<file path="src/rtl/vga_timing_param.sv">
// vga_timing_param: parametrised raster timing generator.
//
// A horizontal counter h (0..H_TOTAL-1) and a vertical counter v
// (0..V_TOTAL-1) advance on every clock that has i_Enable high. Every output
// is registered and decoded from the counter values held before the edge, so
// the outputs lag the counters by one enabled clock.
//
// Ports
//   i_Clk         pixel clock
//   i_Reset       synchronous reset, active-high, has priority over i_Enable
//   i_Enable      pixel clock enable; counters and outputs hold while low
//   o_HSync       horizontal sync, at H_POL level while asserted
//   o_VSync       vertical sync, at V_POL level while asserted
//   o_DE          data enable, high inside the active area
//   o_X / o_Y     active-area column / line, 0 outside the active area
//   o_LineStart   strobe for the first clock of each line
//   o_FrameStart  strobe for the first clock of each frame
module vga_timing_param #(
    parameter int H_SYNC   = 96,
    parameter int H_BP     = 48,
    parameter int H_ACTIVE = 640,
    parameter int H_FP     = 16,
    parameter bit H_POL    = 1'b0,
    parameter int V_SYNC   = 2,
    parameter int V_BP     = 33,
    parameter int V_ACTIVE = 480,
    parameter int V_FP     = 10,
    parameter bit V_POL    = 1'b0,
    parameter int CTR_W    = 10
) (
    input  logic             i_Clk,
    input  logic             i_Reset,
    input  logic             i_Enable,
    output logic             o_HSync,
    output logic             o_VSync,
    output logic             o_DE,
    output logic [CTR_W-1:0] o_X,
    output logic [CTR_W-1:0] o_Y,
    output logic             o_LineStart,
    output logic             o_FrameStart
);

    localparam int H_TOTAL = H_SYNC + H_BP + H_ACTIVE + H_FP;
    localparam int V_TOTAL = V_SYNC + V_BP + V_ACTIVE + V_FP;

    // Region bounds are kept as int: with a zero-length front porch the end
    // of the active area equals TOTAL, which need not fit in CTR_W bits.
    localparam int H_ACT_BEG = H_SYNC + H_BP;
    localparam int H_ACT_END = H_ACT_BEG + H_ACTIVE;
    localparam int V_ACT_BEG = V_SYNC + V_BP;
    localparam int V_ACT_END = V_ACT_BEG + V_ACTIVE;

    localparam logic [CTR_W-1:0] H_LAST    = CTR_W'(H_TOTAL - 1);
    localparam logic [CTR_W-1:0] V_LAST    = CTR_W'(V_TOTAL - 1);
    localparam logic [CTR_W-1:0] H_ACT_OFS = CTR_W'(H_ACT_BEG);
    localparam logic [CTR_W-1:0] V_ACT_OFS = CTR_W'(V_ACT_BEG);

    logic [CTR_W-1:0] h_q, h_d;
    logic [CTR_W-1:0] v_q, v_d;
    logic             hsync_q, hsync_d;
    logic             vsync_q, vsync_d;
    logic             de_q, de_d;
    logic [CTR_W-1:0] x_q, x_d;
    logic [CTR_W-1:0] y_q, y_d;
    logic             line_start_q, line_start_d;
    logic             frame_start_q, frame_start_d;

    logic h_in_sync, v_in_sync, h_in_act, v_in_act;

    always_comb begin
        h_in_sync = int'(h_q) < H_SYNC;
        v_in_sync = int'(v_q) < V_SYNC;
        h_in_act  = (int'(h_q) >= H_ACT_BEG) && (int'(h_q) < H_ACT_END);
        v_in_act  = (int'(v_q) >= V_ACT_BEG) && (int'(v_q) < V_ACT_END);
    end

    always_comb begin
        h_d           = h_q + 1'b1;
        v_d           = v_q;
        hsync_d       = h_in_sync ? H_POL : ~H_POL;
        vsync_d       = v_in_sync ? V_POL : ~V_POL;
        de_d          = h_in_act && v_in_act;
        x_d           = '0;
        y_d           = '0;
        line_start_d  = (h_q == '0);
        frame_start_d = (h_q == '0) && (v_q == '0);

        // Wrapping on equality keeps both counters inside their ranges.
        if (h_q == H_LAST) begin
            h_d = '0;
            v_d = (v_q == V_LAST) ? '0 : v_q + 1'b1;
        end

        if (de_d) begin
            x_d = h_q - H_ACT_OFS;
            y_d = v_q - V_ACT_OFS;
        end
    end

    always_ff @(posedge i_Clk) begin
        if (i_Reset) begin
            h_q           <= '0;
            v_q           <= '0;
            hsync_q       <= ~H_POL;
            vsync_q       <= ~V_POL;
            de_q          <= 1'b0;
            x_q           <= '0;
            y_q           <= '0;
            line_start_q  <= 1'b0;
            frame_start_q <= 1'b0;
        end else if (i_Enable) begin
            h_q           <= h_d;
            v_q           <= v_d;
            hsync_q       <= hsync_d;
            vsync_q       <= vsync_d;
            de_q          <= de_d;
            x_q           <= x_d;
            y_q           <= y_d;
            line_start_q  <= line_start_d;
            frame_start_q <= frame_start_d;
        end
    end

    assign o_HSync      = hsync_q;
    assign o_VSync      = vsync_q;
    assign o_DE         = de_q;
    assign o_X          = x_q;
    assign o_Y          = y_q;
    assign o_LineStart  = line_start_q;
    assign o_FrameStart = frame_start_q;

endmodule

</file>
<file path="config.mk">
export PLATFORM = sky130hd
export DESIGN_NAME = vga_timing_param
export DESIGN_NICKNAME = d
export VERILOG_FILES = /design/src/rtl/vga_timing_param.sv
export SDC_FILE = /design/constraint.sdc
export NUM_CORES = 1
export LEC_CHECK = 0
export CORE_AREA = 3 3 68 70
export DETAILED_ROUTE_END_ITERATION = 16
export DIE_AREA = 0 0 71 73
export HOLD_SLACK_MARGIN = 0.03
export PLACE_DENSITY_LB_ADDON = 0.05
export SYNTH_ARGS = -nofsm -noshare
export SYNTH_HDL_FRONTEND = slang
export SYNTH_SLANG_ARGS = --single-unit
</file>
<file path="constraint.sdc">
create_clock -name i_Clk -period 3.4 [get_ports i_Clk]
set_input_delay 0.51 -clock i_Clk [delete_from_list [all_inputs] [get_ports i_Clk]]
set_output_delay 0.51 -clock i_Clk [all_outputs]
set_load 0.005 [all_outputs]
</file>
==> flow_metrics.py, run 1 <==
metrics = {
    "timing": {
        "finalHoldViolCount": 0,
        "final_max_slew_viol_count": 0,
        "setup_viol": 0,
        "fin_setup_tns_ns": 0,
        "worstMarginPinSlew_ns": 0.949,
        "rsz0062_at_grt": "false",
        "period_share_pct": 70.8,
        "finalCriticalPeriod_ns": 2.41,
        "finalClockSkew_ns": 0.00690,
        "relSlewSlack_pct": 36.5,
        "whs_ns": 0.463,
        "fmax_ghz": 0.415,
    },
    "synth": {
        "ys_top_cells_by_area": "dfxtp_1, xor2_1, nand2_1, a21oi_1, nor2_1",
        "synthSimpleGateAreaFrac_pct": 25.1,
        "synth_ff_type": "dfxtp_1",
        "synth_area_um2": 2260,
        "synth-compound-area-share_pct": 12.9,
        "synthMuxAreaShare_pct": 0.885,
        "syn_inst": 262,
        "synth_xor_area_share_pct": 10.5,
        "avgSynthCellArea_um2": 8.63,
        "ys_seq_elements": 45,
        "synth_most_common_cell": "dfxtp_1",
        "synth_edf_count": 0,
        "yosysTopAreaCellShare_pct": 39.8,
        "synth_top_area_cell": "dfxtp_1",
        "synthArstFlopShare_pct": 0,
        "yosysWarnings": 0,
        "synth_fp_nets": 273,
        "synth_top_family_by_area": "simple AND/OR/NAND/NOR gates",
        "ys_top_cells_by_count": "dfxtp_1, nand2_1, nor2_1",
        "ys_seq_area_share_pct": 39.8,
        "synth_fa_ha_area_share_pct": 4.43,
        "yosysUniqueCellTypes": 42,
    },
    "floorplanning": {
        "ios": 28,
        "dieArea_um2": 5180,
        "rows": 23,
        "core-area_um2": 4030,
        "initial_core_util_pct": 56.1,
        "dieWidth_um": 71,
        "fp.dieH_um": 73,
    },
    "cells_and_area": {
        "ff_latch_area_um2": 901,
        "areaGrowthSynthToFinish_pct": 16.8,
        "finalInstanceArea_um2": 2640,
        "nFillCells": 349,
        "final_nets": 288,
        "n_antenna_cell": 0,
        "multi_input_area_um2": 1220,
        "drive_gt1_share_pct": 8.27,
    },
    "clocking": {
        "cts_resized": 0,
        "clkLatencyLatePin_ns": 0.30,
        "tritoncts": "done",
        "cts.clk_slew.worst_paths_ns": 0.08,
        "postCtsHoldBufs": 0,
        "clock-sinks": 45,
        "clockBufferDepth": 2,
        "htreeDepth": 2,
        "cts_setup_buffers": 0,
        "clock_tree.root_cell": "clkbuf_8",
        "cts_buffers": 5,
    },
    "place": {
        "dp_hpwl_um": 3270,
        "io_buffers": 27,
        "gp_congestion": 0.805,
        "dpl_cell_area_um2": 2510,
    },
    "drt": {
        "detail_route.wl_per_cell_um": 14.1,
        "drc_errors": 0,
        "dr.pass1.iters": 4,
        "drt-total-wl_um": 4620,
        "wl_met1_um": 2210,
        "met3WireLength_um": 183,
        "drt_iter0_drc": 122,
        "dr.max_layer_used": "met4",
        "routed-via-count": 1792,
        "dr_wl_met2_um": 2200,
        "routed_via_density": 5.46,
        "antenna_left": 0,
    },
    "global_route": {
        "grt_first_pass_wirelength_um": 7940,
        "grtUsageTotal_pct": 19.4,
        "grt_pass1_vias": 1682,
        "antenna_found_initial": 0,
        "grt_start_max_net_pins": 32,
        "grt-ovfl-total": 0,
    },
    "critical_path": {
        "path_cells": "ha_1, o41ai_2, a221oi_2, buf_4, nand2_2, o31ai_2",
        "crit_arrival_ns": 2.63,
        "cp_slowest_cell": "a221oi_2",
        "start_kind": "flip-flop",
        "crit_fanout": 11,
        "end_kind": "flip-flop",
        "worstSetupPathType": "reg -> reg",
        "worstPathRequired_ns": 3.62,
        "slowest_delay_ns": 0.62,
    },
    "power": {
        "power_frac_clock_pct": 44.6,
        "switching_share_pct": 19.9,
        "internal_power_uw": 844,
        "ir_drop_uv": 277,
        "p_seq_share_pct": 51.1,
        "p_per_area_nw_per_um2": 399,
        "switching_power_uw": 209,
        "p_comb_share_pct": 4.3,
        "p_leak_uw": 0.000975,
    },
    "worst_hold_path": {
        "hp-class": "reg -> reg",
    },
    "job": {
        "drv_cap": 0,
    },
    "outcome": {
        "status": "completed",
    },
}
## metal layers
layer  vias up  GRT usage [%]
li1        926              -
met1       824           25.0
met2        36           31.9
met3         6           5.10
met4         0           5.64
met5         -              0
## worst paths after layout
check | startpoint | endpoint | slack (ns) | cells after the start
setup / recovery | v_q[1] | o_Y[7] | 0.99 | 6
hold / removal | o_Y[4] | o_Y[4] | 0.46 | 2
setup reg to reg | v_q[1] | o_Y[7] | 0.99 | 6
hold reg to reg | o_Y[4] | o_Y[4] | 0.46 | 2
## state kept, by name, summed over array words and instances (netlist names)
name / flops
h_q: 10
o_X: 10
o_Y: 10
v_q: 10
o_DE: 1
o_FrameStart: 1
o_HSync: 1
o_LineStart: 1
o_VSync: 1
## power by group through the flow
stage / clock network, uW / registers [uW] / logic (uW)
5_1_grt: 504 / 539 / 49.7
2_1_floorplan: 0 / 550 / 27.8
3_5_place_dp: 0 / 551 / 45.5
6_report: 470 / 538 / 45.1
4_1_cts: 480 / 538 / 45.6
3_3_place_gp: 0 / 551 / 45.4
## placed cells by master, fill, tap and decap left out, types with 3 or more instances in the layout
master / netlist / layout
nand4_1: 7 / 7
a32oi_1: 7 / 7
and3_1: 5 / 5
clkbuf_8: 0 / 5
dfxtp_1: 45 / 45
o21ai_0: 5 / 5
inv_1: 8 / 8
clkdlybuf4s50_1: 0 / 27
xor2_1: 18 / 18
buf_4: 2 / 3
nand3b_1: 3 / 3
nand2b_1: 3 / 3
ha_1: 8 / 8
nand3_1: 15 / 15
a21oi_1: 21 / 21
xnor2_1: 9 / 9
nor2_1: 28 / 28
nand2_1: 29 / 29
nor3_1: 4 / 4
## critical path, delay by kind of cell, from the launching register on
| kind | cells | cell delay (ns) |
|---|---|---|
| buffers and inverters | 1 | 0.29 |
| adder cells (fa/ha/maj) | 1 | 0.46 |
| AND/OR/NAND/NOR | 1 | 0.07 |
| AO/OA/AOI/OAI | 3 | 1.02 |
| flip-flops | 1 | 0.47 |
## kinds of logic (layout without fill, tap and decap cells)
logic type,Yosys count,in the layout
and+or+nand+nor,109,109
adders and majority gates,8,8
xor gates and xnor gates,27,27
DFF,45,45
muxes,2,2
AOI/OAI and AO/OA,41,41
buffers and inverters,30,46
## per-stage QoR
step | util, % | setup slack (ns) | power, uW | cells
finish | 65.6 | 0.992 | 1050 | 328
CTS | 65.6 | 1.01 | 1060 | 328
global route | 65.6 | 0.752 | 1090 | 328
detailed placement | 62.2 | 0.871 | 596 | 320
global placement | 62.2 | 0.902 | 596 | 320
floorplan | - | 1.56 | 578 | 262
## cell type report
cell class	count	share of cell area [%]
multi-input cells	187	46.2
flip-flops and latches	45	34.1
repair buffers	30	11.1
clock buffers	5	2.61
clock inverters	3	2.46
well taps	50	2.37
inverters	8	1.14
Note: power is estimated with default switching activity, not from simulation.
==> run 2: changes to the inputs <==
CORE_AREA = 3 3 72 74   (was 3 3 68 70)
DIE_AREA = 0 0 75 77   (was 0 0 71 73)
clock period = 1.95 ns   (was 3.4 ns; I/O delays follow)
==> run 2 against run 1 <==
Effect of this change:
- sequential power up 74%
- critical endpoint is now v_q[7]
- worst setup slack lost 0.83 ns
- design area rose by 7.8%
- via count rose by 6.6%
- sequential cell count stayed put
==> flow_metrics.py, run 2 (synthesis gave the netlist of run 1 again) <==
metrics = {
    "power": {
        "p_per_area_nw_per_um2": 619,
        "ir_drop_uv": 342,
        "p_leak_uw": 0.00111,
    },
    "cells_and_area": {
        "n_antenna_cell": 0,
        "layout_common_cells": "dfxtp_1, nand2_1, nor2_1, buf_4, clkdlybuf4s50_1",
        "areaGrowthSynthToFinish_pct": 26.0,
        "layout_commonest_cell": "dfxtp_1",
        "drive_gt1_share_pct": 16.1,
        "final_nets": 314,
        "finalInstanceArea_um2": 2850,
    },
    "drt": {
        "routed_via_density": 5.34,
        "routed-via-count": 1910,
        "drt_iter0_drc": 132,
        "drt-total-wl_um": 5120,
        "dr.pass1.iters": 4,
        "antenna_left": 0,
        "detail_route.wl_per_cell_um": 14.3,
        "drc_errors": 0,
    },
    "timing": {
        "fmax_ghz": 0.561,
        "relSlewSlack_pct": 70.8,
        "finalHoldViolCount": 0,
        "setup_viol": 0,
        "rsz0062_at_grt": "false",
        "finalClockSkew_ns": 0.00793,
        "worstMarginPinSlew_ns": 0.438,
        "final_max_slew_viol_count": 0,
        "whs_ns": 0.463,
        "finalCriticalPeriod_ns": 1.78,
        "period_share_pct": 91.5,
    },
    "place": {
        "dpl_cell_area_um2": 2720,
        "io_buffers": 27,
        "dp_hpwl_um": 3700,
        "gp_congestion": 0.832,
    },
    "floorplanning": {
        "ios": 28,
        "fp.dieH_um": 77,
        "dieArea_um2": 5780,
        "core-area_um2": 4660,
        "initial_core_util_pct": 48.5,
        "dieWidth_um": 75,
        "rows": 25,
    },
    "clocking": {
        "cts_resized": 0,
        "clock_tree.root_cell": "clkbuf_8",
        "clockBufferDepth": 2,
        "cts_buffers": 5,
        "htreeDepth": 2,
        "postCtsHoldBufs": 0,
        "cts.clk_slew.worst_paths_ns": 0.08,
        "clkLatencyLatePin_ns": 0.29,
        "cts_setup_buffers": 0,
        "tritoncts": "done",
        "clock-sinks": 45,
    },
    "critical_path": {
        "crit_arrival_ns": 1.97,
        "crit_fanout": 7,
        "worstPathRequired_ns": 2.13,
        "worstSetupPathType": "reg -> reg",
        "end_kind": "flip-flop",
        "start_kind": "flip-flop",
    },
    "global_route": {
        "antenna_found_initial": 0,
        "grt_start_max_net_pins": 24,
        "grtUsageTotal_pct": 19.7,
        "grt_first_pass_wirelength_um": 8870,
        "grt_pass1_vias": 1843,
        "grt-ovfl-total": 0,
    },
    "worst_hold_path": {
        "hp-class": "reg -> reg",
    },
    "job": {
        "drv_cap": 0,
    },
    "outcome": {
        "status": "completed",
    },
}
## run 2: changes by cell type in the layout (fill, tap and decap cells not counted), sizes merged
cell | before | now
clkinv | 1 | 0
bufinv | 2 | 1
buf | 3 | 29
clkbuf | 5 | 7
## run 2: worst paths after layout
| check | end | from | slack [ns] | cells past startpoint |
|---|---|---|---|---|
| max | v_q[7] | h_q[1] | 0.17 | 7 |
| min | o_FrameStart | o_FrameStart | 0.46 | 2 |
| max reg2reg | v_q[7] | h_q[1] | 0.17 | 7 |
| min reg2reg | o_FrameStart | o_FrameStart | 0.46 | 2 |
## run 2: layout make-up
type	instances	area, um^2
well taps	54	67.6
repair buffers	56	500
fillers	428	1810
multi-input cells	187	1230
clock inverters	1	30.0
flip-flops and latches	45	901
clock buffers	7	86.3
inverters	8	30.0
## run 2: stage by stage
stage	setup WS, ns	power, uW	TNS (ns)	std cells	util, %
detailed placement	-0.0273	1050	-0.0577	350	58.4
global route	0.00663	1840	0	358	61.1
finish	0.166	1760	0	358	61.1
CTS	0.102	1780	0	358	60.9
global placement	0.0131	1050	0	350	58.4
floorplan	0.111	1010	0	262	-
## run 2: power by group
group | switching [uW] | internal [uW] | total [uW]
logic | 53.5 | 44.8 | 98.3
registers | 5.25 | 929 | 934
clock network | 312 | 418 | 730
## run 2: layer usage
metal	vias to the layer above	global-route usage, %	part of all wire, %
met5	-	0	0
met4	0	5.52	1.1
met3	6	4.19	2.2
met2	20	31.8	49
met1	899	26.1	47
li1	985	-	-
## run 2: worst max-delay path, cell delays in order (launching register included)
cell and delay, ns:
dfxtp_1 0.35, buf_4 0.14, ha_1 0.18, nand4_1 0.28, nor4_4 0.36, nand4_1 0.17
xor2_1 0.17, nor2_1 0.05
